`src/rtl/uart_rx_param.sv`:
```
// Parametrised UART receiver: 2-FF Rx synchroniser, 3-sample majority vote,
// runtime frame format, parity/framing flags and a first-word-fall-through FIFO.
//
// state    | meaning
// ---------+--------------------------------------------------------------
// S_IDLE   | line idle, waiting for an armed, enabled start edge
// S_START  | start bit window; a majority of 1 rejects it as a glitch
// S_DATA   | NBits data bits, LSB first, each committed at window end
// S_PARITY | parity bit, compared against the received data
// S_STOP1  | first stop bit; completes the frame when only one is used
// S_STOP2  | second stop bit; completes the frame
module uart_rx_param #(
    parameter int DATA_MAX   = 9,
    parameter int OVERSAMPLE = 16,
    parameter int FIFO_DEPTH = 4
) (
    input  logic                Clk,
    input  logic                Rst_n,
    input  logic                Rx,
    input  logic                Tick,
    input  logic                RxEn,
    input  logic [3:0]          NBits,
    input  logic [1:0]          Parity,
    input  logic                StopBits,
    output logic [DATA_MAX-1:0] RxData,
    output logic                ParityErr,
    output logic                FrameErr,
    output logic                RxValid,
    input  logic                RxReady,
    output logic                Overrun,
    output logic                Busy
);

    localparam int CW = $clog2(OVERSAMPLE);
    localparam int AW = $clog2(FIFO_DEPTH);
    localparam int EW = DATA_MAX + 2;
    localparam logic [CW-1:0] C_S0  = CW'(OVERSAMPLE/2 - 1);
    localparam logic [CW-1:0] C_S1  = CW'(OVERSAMPLE/2);
    localparam logic [CW-1:0] C_S2  = CW'(OVERSAMPLE/2 + 1);
    localparam logic [CW-1:0] C_END = CW'(OVERSAMPLE - 1);
    localparam logic [3:0]    NB_MAX = 4'(DATA_MAX);
    localparam logic [AW:0]   FULL_CNT = (AW+1)'(FIFO_DEPTH);

    typedef enum logic [2:0] {
        S_IDLE, S_START, S_DATA, S_PARITY, S_STOP1, S_STOP2
    } state_t;

    state_t              r_state, w_state_nxt;
    logic                r_rx_meta, r_rx_sync;
    logic [CW-1:0]       r_cnt;
    logic                r_s0, r_s1, r_bit;
    logic [DATA_MAX-1:0] r_data;
    logic [3:0]          r_bitidx;
    logic [3:0]          r_nbits;
    logic [1:0]          r_par;
    logic                r_stop2;
    logic                r_perr, r_ferr;
    logic                r_armed;
    logic                r_overrun;

    logic                w_maj, w_at_s2, w_at_end;
    logic                w_par_en, w_par_calc;
    logic                w_start;
    logic                w_push, w_frame_ferr;
    logic [3:0]          w_nbits_clamped;

    logic [EW-1:0]       r_mem [FIFO_DEPTH];
    logic [AW-1:0]       r_wr_ptr, r_rd_ptr;
    logic [AW:0]         r_count;
    logic                w_full, w_pop, w_wr;
    logic [EW-1:0]       w_head;

    always_ff @(posedge Clk or negedge Rst_n) begin
        if (!Rst_n) begin
            r_rx_meta <= 1'b1;
            r_rx_sync <= 1'b1;
        end else begin
            r_rx_meta <= Rx;
            r_rx_sync <= r_rx_meta;
        end
    end

    // Majority is only meaningful on the third-sample Tick, where the live bit is the third vote.
    assign w_maj      = (r_s0 & r_s1) | (r_s0 & r_rx_sync) | (r_s1 & r_rx_sync);
    assign w_at_s2    = Tick && (r_cnt == C_S2);
    assign w_at_end   = Tick && (r_cnt == C_END);
    assign w_par_en   = (r_par == 2'b01) || (r_par == 2'b10);
    assign w_par_calc = (^r_data) ^ (r_par == 2'b10);
    assign w_start    = Tick && !r_rx_sync && RxEn && r_armed;
    assign w_frame_ferr = r_ferr | ~w_maj;

    always_comb begin
        w_nbits_clamped = NBits;
        if (NBits < 4'd5)
            w_nbits_clamped = 4'd5;
        else if (NBits > NB_MAX)
            w_nbits_clamped = NB_MAX;
    end

    always_ff @(posedge Clk or negedge Rst_n) begin
        if (!Rst_n)
            r_state <= S_IDLE;
        else
            r_state <= w_state_nxt;
    end

    always_comb begin
        w_state_nxt = r_state;
        w_push      = 1'b0;
        case (r_state)
            S_IDLE:   if (w_start) w_state_nxt = S_START;
            S_START: begin
                if (w_at_s2 && w_maj)
                    w_state_nxt = S_IDLE;
                else if (w_at_end)
                    w_state_nxt = S_DATA;
            end
            S_DATA: begin
                if (w_at_end && (r_bitidx == r_nbits - 4'd1))
                    w_state_nxt = w_par_en ? S_PARITY : S_STOP1;
            end
            S_PARITY: if (w_at_end) w_state_nxt = S_STOP1;
            S_STOP1: begin
                if (w_at_s2 && !r_stop2) begin
                    w_push      = 1'b1;
                    w_state_nxt = S_IDLE;
                end else if (w_at_end && r_stop2) begin
                    w_state_nxt = S_STOP2;
                end
            end
            S_STOP2: begin
                if (w_at_s2) begin
                    w_push      = 1'b1;
                    w_state_nxt = S_IDLE;
                end
            end
            default:  w_state_nxt = S_IDLE;
        endcase
        if ((r_state != S_IDLE) && !RxEn) begin
            w_push      = 1'b0;
            w_state_nxt = S_IDLE;
        end
    end

    always_ff @(posedge Clk or negedge Rst_n) begin
        if (!Rst_n) begin
            r_cnt    <= '0;
            r_s0     <= 1'b1;
            r_s1     <= 1'b1;
            r_bit    <= 1'b1;
            r_data   <= '0;
            r_bitidx <= '0;
            r_nbits  <= 4'd8;
            r_par    <= 2'b00;
            r_stop2  <= 1'b0;
            r_perr   <= 1'b0;
            r_ferr   <= 1'b0;
        end else if (r_state == S_IDLE) begin
            if (w_start) begin
                r_cnt    <= '0;
                r_data   <= '0;
                r_bitidx <= '0;
                r_perr   <= 1'b0;
                r_ferr   <= 1'b0;
                r_nbits  <= w_nbits_clamped;
                r_par    <= Parity;
                r_stop2  <= StopBits;
            end
        end else if (Tick) begin
            r_cnt <= (r_cnt == C_END) ? '0 : r_cnt + 1'b1;
            if (r_cnt == C_S0)
                r_s0 <= r_rx_sync;
            if (r_cnt == C_S1)
                r_s1 <= r_rx_sync;
            if (r_cnt == C_S2) begin
                r_bit <= w_maj;
                if (r_state == S_STOP1)
                    r_ferr <= r_ferr | ~w_maj;
            end
            if (r_cnt == C_END) begin
                if (r_state == S_DATA) begin
                    r_data   <= r_data | (DATA_MAX'(r_bit) << r_bitidx);
                    r_bitidx <= r_bitidx + 4'd1;
                end
                if (r_state == S_PARITY)
                    r_perr <= (r_bit != w_par_calc);
            end
        end
    end

    // A framing error usually means a break; wait for the line to go idle before re-arming.
    always_ff @(posedge Clk or negedge Rst_n) begin
        if (!Rst_n)
            r_armed <= 1'b1;
        else if (w_push && w_frame_ferr)
            r_armed <= 1'b0;
        else if (Tick && r_rx_sync)
            r_armed <= 1'b1;
    end

    assign w_full = (r_count == FULL_CNT);
    assign w_pop  = RxValid && RxReady;
    assign w_wr   = w_push && (!w_full || w_pop);

    always_ff @(posedge Clk) begin
        if (w_wr)
            r_mem[r_wr_ptr] <= {r_data, r_perr, w_frame_ferr};
    end

    always_ff @(posedge Clk or negedge Rst_n) begin
        if (!Rst_n) begin
            r_wr_ptr  <= '0;
            r_rd_ptr  <= '0;
            r_count   <= '0;
            r_overrun <= 1'b0;
        end else begin
            r_overrun <= w_push && w_full && !w_pop;
            if (w_wr)
                r_wr_ptr <= r_wr_ptr + 1'b1;
            if (w_pop)
                r_rd_ptr <= r_rd_ptr + 1'b1;
            case ({w_wr, w_pop})
                2'b10:   r_count <= r_count + 1'b1;
                2'b01:   r_count <= r_count - 1'b1;
                default: r_count <= r_count;
            endcase
        end
    end

    assign w_head    = r_mem[r_rd_ptr];
    assign RxValid   = (r_count != '0);
    assign RxData    = RxValid ? w_head[EW-1:2] : '0;
    assign ParityErr = RxValid ? w_head[1] : 1'b0;
    assign FrameErr  = RxValid ? w_head[0] : 1'b0;
    assign Overrun   = r_overrun;
    assign Busy      = (r_state != S_IDLE);

endmodule

```
`config.mk`:
```
export PLATFORM = sky130hd
export DESIGN_NAME = uart_rx_param
export DESIGN_NICKNAME = d
export VERILOG_FILES = /design/src/rtl/uart_rx_param.sv
export SDC_FILE = /design/constraint.sdc
export NUM_CORES = 1
export LEC_CHECK = 0
export BUFFER_PORTS_ARGS = -buffer_cell sky130_fd_sc_hd__buf_2
export CORE_UTILIZATION = 46
export CTS_BUF_LIST = sky130_fd_sc_hd__clkbuf_4 sky130_fd_sc_hd__clkbuf_8
export DETAILED_ROUTE_END_ITERATION = 6
export GPL_TIMING_DRIVEN = 0
export RECOVER_POWER = 25
export SLEW_MARGIN = 0
export SYNTH_ARGS = -nofsm -noshare
export SYNTH_HDL_FRONTEND = slang
export SYNTH_SLANG_ARGS = --single-unit
```
`constraint.sdc`:
```
create_clock -name Clk -period 3.8 [get_ports Clk]
set_input_delay 0.76 -clock Clk [delete_from_list [all_inputs] [get_ports Clk]]
set_output_delay 0.76 -clock Clk [all_outputs]
set_load 0.02 [all_outputs]
```
# == Yosys cells after proc, flatten, opt, wreduce, memory -nomap -nowiden ==
# Memories as Yosys holds them, arrays and structs flattened.
# Cells that the tools add are included.
# op_classes
n_addsub,7
n_lt_le_gt_ge,2
n_eq_ne,23
shifts,1
muxes,47
bitwise_logic,10
n_reduce_logical,44
# op_table
cell,n
two-way mux 9 bit,6
two-way mux 4 bit,10
two-way mux 3 bit,10
two-way mux 1 bit,18
case mux 3 bit (6 select lines),1
logical AND 1 bit,16
nonzero test 2 bit,8
"== test 4 bit, second input constant",3
"!= test 3 bit, second input constant",4
AND reduction 4 bit,3
"== test 3 bit, second input constant",3
bitwise OR 9 bit,1
AND reduction 3 bit,3
XOR reduction 9 bit,1
left shift 1 x 4 -> 9 bit,1
"adder 4 x 1 -> 4 bit, second input constant",2
"!= test 4 bit, second input constant",2
"== test 3 x 2 -> 1 bit, second input constant",2
case mux 3 bit (2 select lines),1
AND reduction 6 bit,1
nonzero test 3 bit,2
logical NOT 1 bit,5
"adder 2 x 1 -> 2 bit, second input constant",2
"== test 2 x 1 -> 1 bit, second input constant",2
19 further kinds,27
# totals
reg_bits,43
ram_bits,44
out_inout_bits,14
wordCells,154
memories,1
# memory_table
memory,depth,width,rd,rd_ports_with_merged_regs,wr,line_no,text
r_mem,4,11,1,0,1,67,logic [EW-1:0] r_mem [FIFO_DEPTH];

# == Logic depth before layout (Yosys ltp) ==
# Gate-level depths: netlist of the first run.
# logic_depth
ltp_word,9
depth_mapped,12
depth_no_buf,12

# == Least setup slack after synthesis of the first run ==
# No wires, ideal clock.
# synth_timing
path_kind,in2reg
from,input RxReady
to,register r_count[2]
t_arrival_ns,2.644
required_ns,3.721
slack_ns,1.076
path_stages,9
n_path_buf,0
path_cell_list,or4b_2 > and2_1 > inv_1 > ha_1 > inv_1 > fa_1 > xor2_1 > nor2_1 > xor2_1
# synth_via
elab_chain_len,5
# synth_lines
item,line_no,text
from (decl),29,"input logic RxReady,"
logical AND 1 bit (*),202,assign w_pop = RxValid && RxReady;
logical OR 1 bit,203,assign w_wr = w_push && (!w_full || w_pop);
logical AND 1 bit,203,
== test 2 x 1 -> 1 bit / == test 2 bit (equally long branches),222,"case ({w_wr, w_pop})"
case mux 3 bit (2 select lines) / nonzero test 2 bit (equally long branches),--,
to (signal assigned),223,2'b10: r_count <= r_count + 1'b1;
to (signal assigned),224,2'b01: r_count <= r_count - 1'b1;
to (signal assigned),225,default: r_count <= r_count;
to (decl),69,logic [AW:0] r_count;
# Mark *: on every way between the ends. The rest lies on a longest branch, timed or not.
# A chain may end at the register's enable or synchronous reset.

# == Final worst setup path of the first run ==
# layout_timing
from,register r_rd_ptr[0]
to,output RxData[4]
# layout_via
elab_chain_len,2
# layout_lines
item,line_no,text
from (decl),68,"logic [AW-1:0] r_wr_ptr, r_rd_ptr;"
from (signal assigned),221,r_rd_ptr <= r_rd_ptr + 1'b1;
memory (4 x 11 bit),--,
two-way mux 9 bit,232,assign RxData = RxValid ? w_head[EW-1:2] : '0;
to (decl),25,"output logic [DATA_MAX-1:0] RxData,"
# Every way passes these cells.

==> metrics.txt, run 1 <==
Endpoint, Worst Hold=r_rx_sync; status=finished with violations; flop2flop setup slack=around 1.1 ns; post-synthesis sequential area ratio=between 50 and 60%; CP max FO=10; total grt overflow=0; PwrDens=~650 nW/um^2; share of layout cells above drive strength 1=21.47%; most frequent cells in the layout=44 x edfxtp_1, 36 x dfrtp_1, 31 x nand2_1, 29 x buf_2, 24 x nor2_1; Top FF cell, synth=edfxtp_1; Worst Path Arrival=between 2 and 2.5 ns; FF-to-FF Start=r_cnt[1]; Slew headroom=-54.11%; initial core utilization=a little under half; worst vdd ir=between 300 and 400 uV; routed length per instance=15.55 microns; Post-Syn Nets=around 350; hold buffer count at cts=0; post-synthesis register bit count=87; hold crit path type=reg2reg; Clk pin slew, worst setup/hold paths=~0.090 ns; Req. time, crit path=around 3.0 ns; die width=96.90 microns; max-slew violations=44; die area=between 9000 and 10000 sq um; WHS Path Cells=0; Final Hold Viols=0; Cell Rows=34; Worst Tran Pin Value=2.312 ns; vias in the first global route=between 2000 and 3000; f_max=around 350 MHz; DR vias/cell=between 5 and 6; # resized after CTS=0; Max Cap Violations=1; final setup violation count=0; largest net degree at the start of global routing=between 40 and 50; DRC errors left=0; post-placement cell count=460; Area Overhead vs Synth=12.23%; worst hold slack=around 0.36 ns; non-filler cells, final=476; synthesized area=a little over 4000 sq um; via count=roughly 2600; Die H=slightly below 100 microns; final core area utilization=between 50 and 60%; crit start category=flip-flop; 1st-pass router iterations=4; Avg Cell Area, Syn=between 10 and 15 sq um; root buf cell=clkbuf_8; worst-case clock buffer depth=2; clk_lat worst skew=0.35 ns; Synth Warn #=0; DPL Wire Length=roughly 5 mm; initial drt markers=between 80 and 90; Reg2Reg Capture Point=r_count[1]; Tmin final=around 2.8 ns; skew final=between 0.008 and 0.009 ns; ANT nets after route=0; Routed WL=7.400 mm; CTS H-tree depth=3; initial antenna violation count=0; core area=8721 sq um; Filler cells=approximately 750; RSZ-0062 raised after global routing=false; clk sinks=87; r2r worst-path depth=10; Period Utilization, post-route=about three quarters; # port buffers=25; Post-CTS Setup Inserts=0; Inserted Clock Buffers=9; failing checks=capacitance limit, slew limit; first-pass GRT wire length=around 13 mm; ANT cells=0; number of synthesized flops with an enable pin=44; Mapped Cells=327; Static Leak=just under 2 nW; most common cell after layout, fill and taps aside=edfxtp_1; Critical Path End Type=output port; TNS Setup=0 ns; Hold Startpoint=r_rx_meta; Net count, final=388; kind of critical path=reg2out; Total GRT Usage=between 10% and 20%; Post-synth ARST share=49.43%; CTS tree=built; routability cong.=roughly 0.86; I/O pin count=27; Cell variety after synth=57
-- cell families (layout without fill, tap and decap cells) --
kind of cell | after synthesis | after routing | synth area share (%)
simple gates | 112 | 112 | 14.62
flops | 87 | 87 | 58.08
compound gates | 46 | 46 | 7.822
buf+inv | 30 | 71 | 3.171
xor+xnor | 23 | 23 | 4.863
mux | 16 | 16 | 7.399
fa+ha+maj | 13 | 13 | 4.047
-- worst max-delay path: stages (launching register included) --
cell	delay (ns)
dfrtp_1	0.47
buf_2	0.36
mux4_2	0.56
and2_1	0.17
buf_2	0.15
-- final cells by class --
type	instances	area [sq um]	area share, %
repair buffers	25	123.9	2.664
well taps	108	135.1	2.906
multi-input cells	210	1605	34.53
plain buffers	13	67.56	1.453
flip-flops and latches	87	2406	51.75
inverters	17	63.81	1.372
clock buffers	9	123.9	2.664
clock inverters	7	123.9	2.664
-- per-stage QoR --
| step | power [mW] | area [sq um] | setup slack (ns) |
|---|---|---|---|
| 6_report | 3.044 | 4649 | 0.9819 |
| 5_1_grt | 3.232 | 4649 | 0.8366 |
| 4_1_cts | 3.079 | 4651 | 0.9327 |
| 3_5_place_dp | 2.285 | 4403 | 0.8398 |
| 3_3_place_gp | 2.257 | 4403 | 0.8626 |
| 2_1_floorplan | 2.017 | 4143 | 1.076 |
-- registers in the layout (all words and copies together) (netlist names), 3 cells and up --
signal    flops
r_bitidx      4
r_cnt         4
r_count       3
r_data        9
r_mem        44
r_nbits       4
r_state       3
-- power by group --
part / switching (mW) / internal (mW) / total (mW)
logic: 0.586 / 0.457 / 1.04
registers: 0.108 / 1.10 / 1.20
clock network: 0.352 / 0.444 / 0.796
total: 1.05 / 2.00 / 3.04
-- cell usage after synthesis, types with 3 or more instances --
master / number / share of area (%)
nand3_1: 9 / 1.1
xor2_1: 6 / 1.3
mux4_2: 11 / 6.0
edfxtp_1: 44 / 32
ha_1: 11 / 3.3
clkbuf_1: 4 / 0.36
mux2_2: 3 / 0.82
inv_1: 16 / 1.4
nor2b_1: 4 / 0.60
a31oi_1: 4 / 0.60
nand2_1: 31 / 2.8
o21ai_0: 15 / 1.8
buf_2: 5 / 0.60
and2_1: 14 / 2.1
xnor2_1: 17 / 3.6
a21oi_1: 12 / 1.4
dfstp_2: 7 / 4.4
and3_1: 8 / 1.2
nor3_1: 3 / 0.36
nor2_1: 24 / 2.2
dfrtp_1: 36 / 22
-- routing by layer --
metal | global-route usage (%) | share of wire [%]
met4 | 6.544 | 1.4
met5 | 0 | 0
met1 | 22.68 | 46
met3 | 2.601 | 3.2
met2 | 29.63 | 50
-- how the worst max path moves through the flow --
stage,start,to,slack (ns),cells after the start
final,r_rd_ptr[0],RxData[4],0.98,4
after global routing,r_rd_ptr[0],RxData[4],0.84,4
after CTS,r_rd_ptr[0],RxData[4],0.93,4
after detailed placement,RxReady,r_count[2],0.84,10
after global placement,RxReady,r_count[2],0.86,10
after floorplan,RxReady,r_count[2],1.08,9
No activity file was read; power rests on OpenSTA's default activity.
==> run 2: changes to the inputs <==
--- a/config.mk
+++ b/config.mk
@@ -5,6 +5,7 @@
 export SDC_FILE = /design/constraint.sdc
 export NUM_CORES = 1
 export LEC_CHECK = 0
+export ABC_AREA = 1
 export BUFFER_PORTS_ARGS = -buffer_cell sky130_fd_sc_hd__buf_2
 export CORE_UTILIZATION = 46
 export CTS_BUF_LIST = sky130_fd_sc_hd__clkbuf_4 sky130_fd_sc_hd__clkbuf_8
==> constraint.sdc (replaced) <==
create_clock -name Clk -period 2.8 [get_ports Clk]
set_input_delay 0.56 -clock Clk [delete_from_list [all_inputs] [get_ports Clk]]
set_output_delay 0.56 -clock Clk [all_outputs]
set_load 0.02 [all_outputs]
==> run 2 against run 1 <==
Via count rose by 19%. Largest cell class unchanged. Cell count rose by 28%. Area after synthesis rose by 2.5%. Critical endpoint is now RxData[8]. Non-clock buffer count fell by 2. Largest power group is now combinational logic. The flow finishes with violations (DRC, capacitance limit, slew limit).
==> metrics.txt, run 2 <==
status=finished with violations; failing checks=DRC, capacitance limit, slew limit; via count=between 3000 and 4000; first-pass GRT wire length=14.43 mm; Worst Path Buf+Inv=4; post-placement cell count=591; Slew headroom=-55.79%; final core area utilization=between 50% and 60%; RSZ-0062 raised after global routing=false; Worst Path Arrival=1.96 ns; CTS tree=built; vias in the first global route=between 2000 and 3000; Filler cells=around 830; DRC errors left=2; Critical Path End Type=output port; 1st-pass router iterations=6; CP most frequent cell=clkbuf_1; flop2flop setup slack=0.32 ns; Inserted Clock Buffers=9; Total GRT Usage=between 10% and 20%; CP max FO=10; WHS Path Cells=1; Area Overhead vs Synth=11.20%; area leader, netlist=edfxtp_1; FF-to-FF Start=r_cnt[1]; root buf cell=clkbuf_8; most common cell after layout, fill and taps aside=nand2_1; post-synth top area share=a little under a third; kind of critical path=reg2out; post-synthesis register bit count=87; final worst-path setup slack=~0.28 ns; Net count, final=roughly 520; total grt overflow=0; Slowest-stage cell, CP=dfrtp_1; ANT nets after route=0; routability cong.=0.8222; Clk pin slew, worst setup/hold paths=approximately 0.090 ns; top cells by count, synth=72 x nand2_1, 69 x nor2_1, 57 x inv_1; Tmin final=between 2 and 3 ns; dominant cells by area after synthesis=edfxtp_1 31%, dfrtp_1 21%, nand2_1 6.4%; final setup violation count=0; number of synthesized flops with an enable pin=44; Die H=just under 100 microns; DPL Wire Length=between 5 and 6 mm; M1 wire length=roughly 3.9 mm; Cell Rows=34; Avg Cell Area, Syn=9.292 sq um; skew final=between 0.005 and 0.006 ns; Req. time, crit path=around 2.2 ns; share of layout cells above drive strength 1=approximately 15%; routed wl met2=between 4 and 5 mm; worst vdd ir=~400 uV; uppermost layer routed=met4; DR vias/cell=slightly above 5; Post-CTS Setup Inserts=0; largest registers=r_mem x44, r_data x9; TNS Setup=0 ns; CP delay by family, top=buffers and inverters; Worst Tran Pin Value=2.337 ns; cell breakdown of the critical path=clkbuf_1 -> inv_2 -> clkbuf_1 -> o21ai_0 -> a21oi_1 -> buf_2; # port buffers=26; hold crit path type=in2reg; CTS H-tree depth=3; max-slew violations=44; initial core utilization=a little under half; clk_lat worst skew=between 0.3 and 0.4 ns; Hold Startpoint=Rx; core area=~8800 sq um; CP max stage delay=between 0.3 and 0.4 ns; initial antenna violation count=0; clk sinks=87; Period Utilization, post-route=between 80 and 90%; Endpoint, Worst Hold=r_rx_meta; Cell variety after synth=35; Post-Syn Nets=between 400 and 500; PwrDens=1027 nW/um^2; footprint of the multi-input gates=1570 sq um; worst-case clock buffer depth=2; largest net degree at the start of global routing=44; most frequent cells in the layout=72 x nand2_1, 65 x nor2_1, 57 x inv_1, 44 x edfxtp_1, 36 x dfrtp_1; dpl cell area=approximately 4500 sq um; Top FF cell, synth=edfxtp_1; Mapped Cells=around 460; max reg flops=44; Worst Setup SP=r_rd_ptr[0]; Reg2Reg Capture Point=r_count[1]; pre-CTS setup slack=0.008439 ns; die width=98.08 microns; die area=~9600 sq um; r2r worst-path depth=11; DR WL met3=between 300 and 400 microns; Reg area=2406 sq um; Static Leak=around 2.1 nW; Post-synth ARST share=a little under 50%; cell area after layout=between 4000 and 5000 sq um; crit start category=flip-flop; Biggest register=r_mem; f_max=just under 400 MHz; I/O pin count=27; Synth Warn #=0; most numerous cell in the Yosys netlist=nand2_1; post-synthesis sequential area ratio=approximately 57%; ANT cells=0; initial drt markers=~120; non-filler cells, final=about 610; synthesized area=about 4200 sq um; Routed WL=around 8.4 mm; Max Cap Violations=1; Final Hold Viols=0; routed length per instance=approximately 14 microns
[run 2: through the flow]
step,total power [mW],hold WS [ns]
after floorplan,3.435,0.2644
after global placement,3.942,0.3486
after detailed placement,4.002,0.3507
after CTS,4.901,0.2771
after global routing,5.303,0.2645
final,4.849,0.2998
[run 2: cell type report]
class	count	area share, %
timing repair buffer	26	2.729
clock buffer	11	3.074
multi-input combinational	297	33.25
tap	108	2.862
clock inverter	5	1.192
buffer	10	0.9009
sequential	87	50.95
inverter	63	5.034
[run 2: report_power, final]
| part | internal (mW) | switching [mW] |
|---|---|---|
| logic | 0.711 | 1.33 |
| clock network | 0.447 | 0.439 |
| registers | 1.66 | 0.263 |
| total | 2.81 | 2.04 |
[run 2: worst max-delay path by stage]
stage                             end  slack (ns)  depth (start not counted)
after global placement    r_mem[1][3]        0.08                          7
after CTS                 r_mem[0][2]        0.02                          8
after global routing       r_count[2]        0.03                         13
after detailed placement  r_mem[3][3]       0.008                          8
after floorplan           r_mem[0][0]        0.63                          8
final                       RxData[8]        0.28                          6
[run 2: what timing repair did]
action / CTS / global route
gates resized for setup: 1 / 3
setup endpoints to repair: 11 / 33
hold buffers: 0 / 0
[run 2: metal layers]
layer / track usage [%] / vias to the layer above
li1: - / 1578
met5: 0 / -
met2: 31.96 / 64
met1: 25.85 / 1427
met4: 6.643 / 0
met3: 3.006 / 9
[run 2: kinds of logic (layout without fill, tap and decap cells)]
kind of cell	after synthesis	after routing	synth area share [%]
AO/OA/AOI/OAI	78	78	9.989
XOR/XNOR	13	13	2.681
adder cells (fa/ha/maj)	12	12	3.712
buffers and inverters	73	115	6.600
flip-flops	87	87	56.66
AND/OR/NAND/NOR	194	194	20.36
==> run 3: changes to the inputs <==
--- a/config.mk
+++ b/config.mk
@@ -6,11 +6,12 @@
 export NUM_CORES = 1
 export LEC_CHECK = 0
 export ABC_AREA = 1
-export BUFFER_PORTS_ARGS = -buffer_cell sky130_fd_sc_hd__buf_2
 export CORE_UTILIZATION = 46
 export CTS_BUF_LIST = sky130_fd_sc_hd__clkbuf_4 sky130_fd_sc_hd__clkbuf_8
 export DETAILED_ROUTE_END_ITERATION = 6
+export DONT_BUFFER_PORTS = 1
 export GPL_TIMING_DRIVEN = 0
+export PLACE_DENSITY = 0.72
 export RECOVER_POWER = 25
 export SLEW_MARGIN = 0
 export SYNTH_ARGS = -nofsm -noshare
==> run 3 against run 2 <==
The flow still finishes with violations (DRC, capacitance limit, slew limit). Utilization decreased by 1.4 points. Critical path depth decreased by 1. Fmax is 1.6% lower. Largest cell class unchanged. Largest power group unchanged.
==> metrics.txt, run 3 (synthesis results as in run 2) <==
DR vias/cell=~5.2; first-pass GRT wire length=14.32 mm; Critical Path End Type=output port; Routed WL=8.443 mm; skew final=between 0.006 and 0.007 ns; TNS Setup=0 ns; PwrDens=1030 nW/um^2; initial drt markers=~170; 1st-pass router iterations=6; Filler cells=between 800 and 900; die area=around 9600 sq um; kind of critical path=reg2out; Final Hold Viols=0; met1 Track Usage GR=roughly a quarter; Clk pin slew, worst setup/hold paths=approximately 0.090 ns; Die H=a little under 100 microns; clk sinks=87; Max Cap Violations=1; share of layout cells above drive strength 1=between 10% and 20%; vias in the first global route=3060; # port buffers=0; initial antenna violation count=0; CTS tree=built; f_max=between 300 and 400 MHz; Req. time, crit path=about 2.2 ns; largest registers=r_mem x44, r_data x9; Static Leak=1.974 nW; Cell Rows=34; worst-case clock buffer depth=2; routed length per instance=~15 microns; largest net degree at the start of global routing=37; hold crit path type=in2async; via count=between 3000 and 4000; met3 Usage GRT=between 3 and 4%; most common cell after layout, fill and taps aside=nand2_1; Worst Path Arrival=2.00 ns; Total GRT Usage=a little under a fifth; cell area after layout=around 4600 sq um; cell breakdown of the critical path=clkbuf_1 -> inv_2 -> clkbuf_1 -> o21ai_0 -> a21oi_1; ANT nets after route=0; most frequent cells in the layout=72 x nand2_1, 65 x nor2_1, 57 x inv_1, 44 x edfxtp_1, 36 x dfrtp_1; DPL Wire Length=a little under 6 mm; final setup violation count=0; die width=~98 microns; Tmin final=between 2 and 3 ns; core area=8848 sq um; GRT Max-Usage Layer=met2; dpl cell area=~4400 sq um; Net count, final=slightly below 500; crit start category=flip-flop; DRC errors left=2; CP most frequent cell=clkbuf_1; ANT cells=0; failing checks=DRC, capacitance limit, slew limit; Worst Tran Pin Value=just under 2 ns; r2r worst-path depth=11; I/O pin count=27; root buf cell=clkbuf_8; RSZ-0062 raised after global routing=false; Slowest-stage cell, CP=a21oi_1; CP max FO=10; Inserted Clock Buffers=9; initial core utilization=47.99%; CP max stage delay=0.45 ns; M2 GR Usage=between 30% and 40%; max reg flops=44; max-slew violations=37; Slew headroom=-30.79%; worst vdd ir=roughly 410 uV; Area Overhead vs Synth=8.309%; Period Utilization, post-route=around nine tenths; routability cong.=0.8423; Biggest register=r_mem; total grt overflow=0; clk_lat worst skew=around 0.35 ns; CTS H-tree depth=3; status=finished with violations; Post-CTS Setup Inserts=0
[run 3: per-layer routing]
layer / routed length [microns] / part of all wire (%)
met5: 0 / 0
met4: 19 / 0.23
met3: 266 / 3.2
met2: 4371 / 52
met1: 3785 / 45
[run 3: path summary, 6_finish.rpt]
check / startpoint / end / slack [ns]
worst min register to register: r_rx_meta / r_rx_sync / 0.37
worst max-delay path: r_rd_ptr[0] / RxData[5] / 0.24
max in group asynchronous: Rst_n / r_data[0] / 0.92
min in group Clk: Rx / r_rx_meta / 0.20
worst min-delay path: Rst_n / r_rx_meta / 0.04
worst max register to register: r_cnt[1] / r_count[1] / 0.31
[run 3: what timing repair did]
item	in CTS	in global routing
hold buffers	1	0
endpoints found under the setup margin	0	44
gates resized for setup	0	4
hold endpoints to repair	36	0
[run 3: through the flow]
stage	std cells	setup slack (ns)	hold slack [ns]	util [%]	power, mW
floorplan	457	0.6294	0.2644	-	3.435
global placement	565	0.1738	0.2657	49.52	3.774
detailed placement	565	0.1029	0.2657	49.52	3.863
CTS	582	0.07900	0.02626	52.05	4.774
global route	582	0.07025	0.01808	51.98	5.132
finish	582	0.2414	0.04231	51.98	4.738
[run 3: critical path, delay by kind of cell (launching register included)]
kind,cells,cell delay [ns]
AOI/OAI and AO/OA,2,0.62
DFF,1,0.37
buffers and inverters,3,0.66
[run 3: cell type report]
type	instances	area (sq um)	area share, %
timing repair buffer	1	3.754	0.08161
multi-input combinational	297	1570	34.14
clock buffer	9	123.9	2.693
sequential	87	2406	52.31
clock inverter	7	80.08	1.741
buffer	10	42.54	0.9249
inverter	63	237.7	5.169
tap	108	135.1	2.938
[run 3: power by group]
group	leakage (nW)	internal, mW	switching [mW]
sequential	0.935	1.66	0.265
combinational	0.942	0.614	1.31
clock	0.0964	0.422	0.470
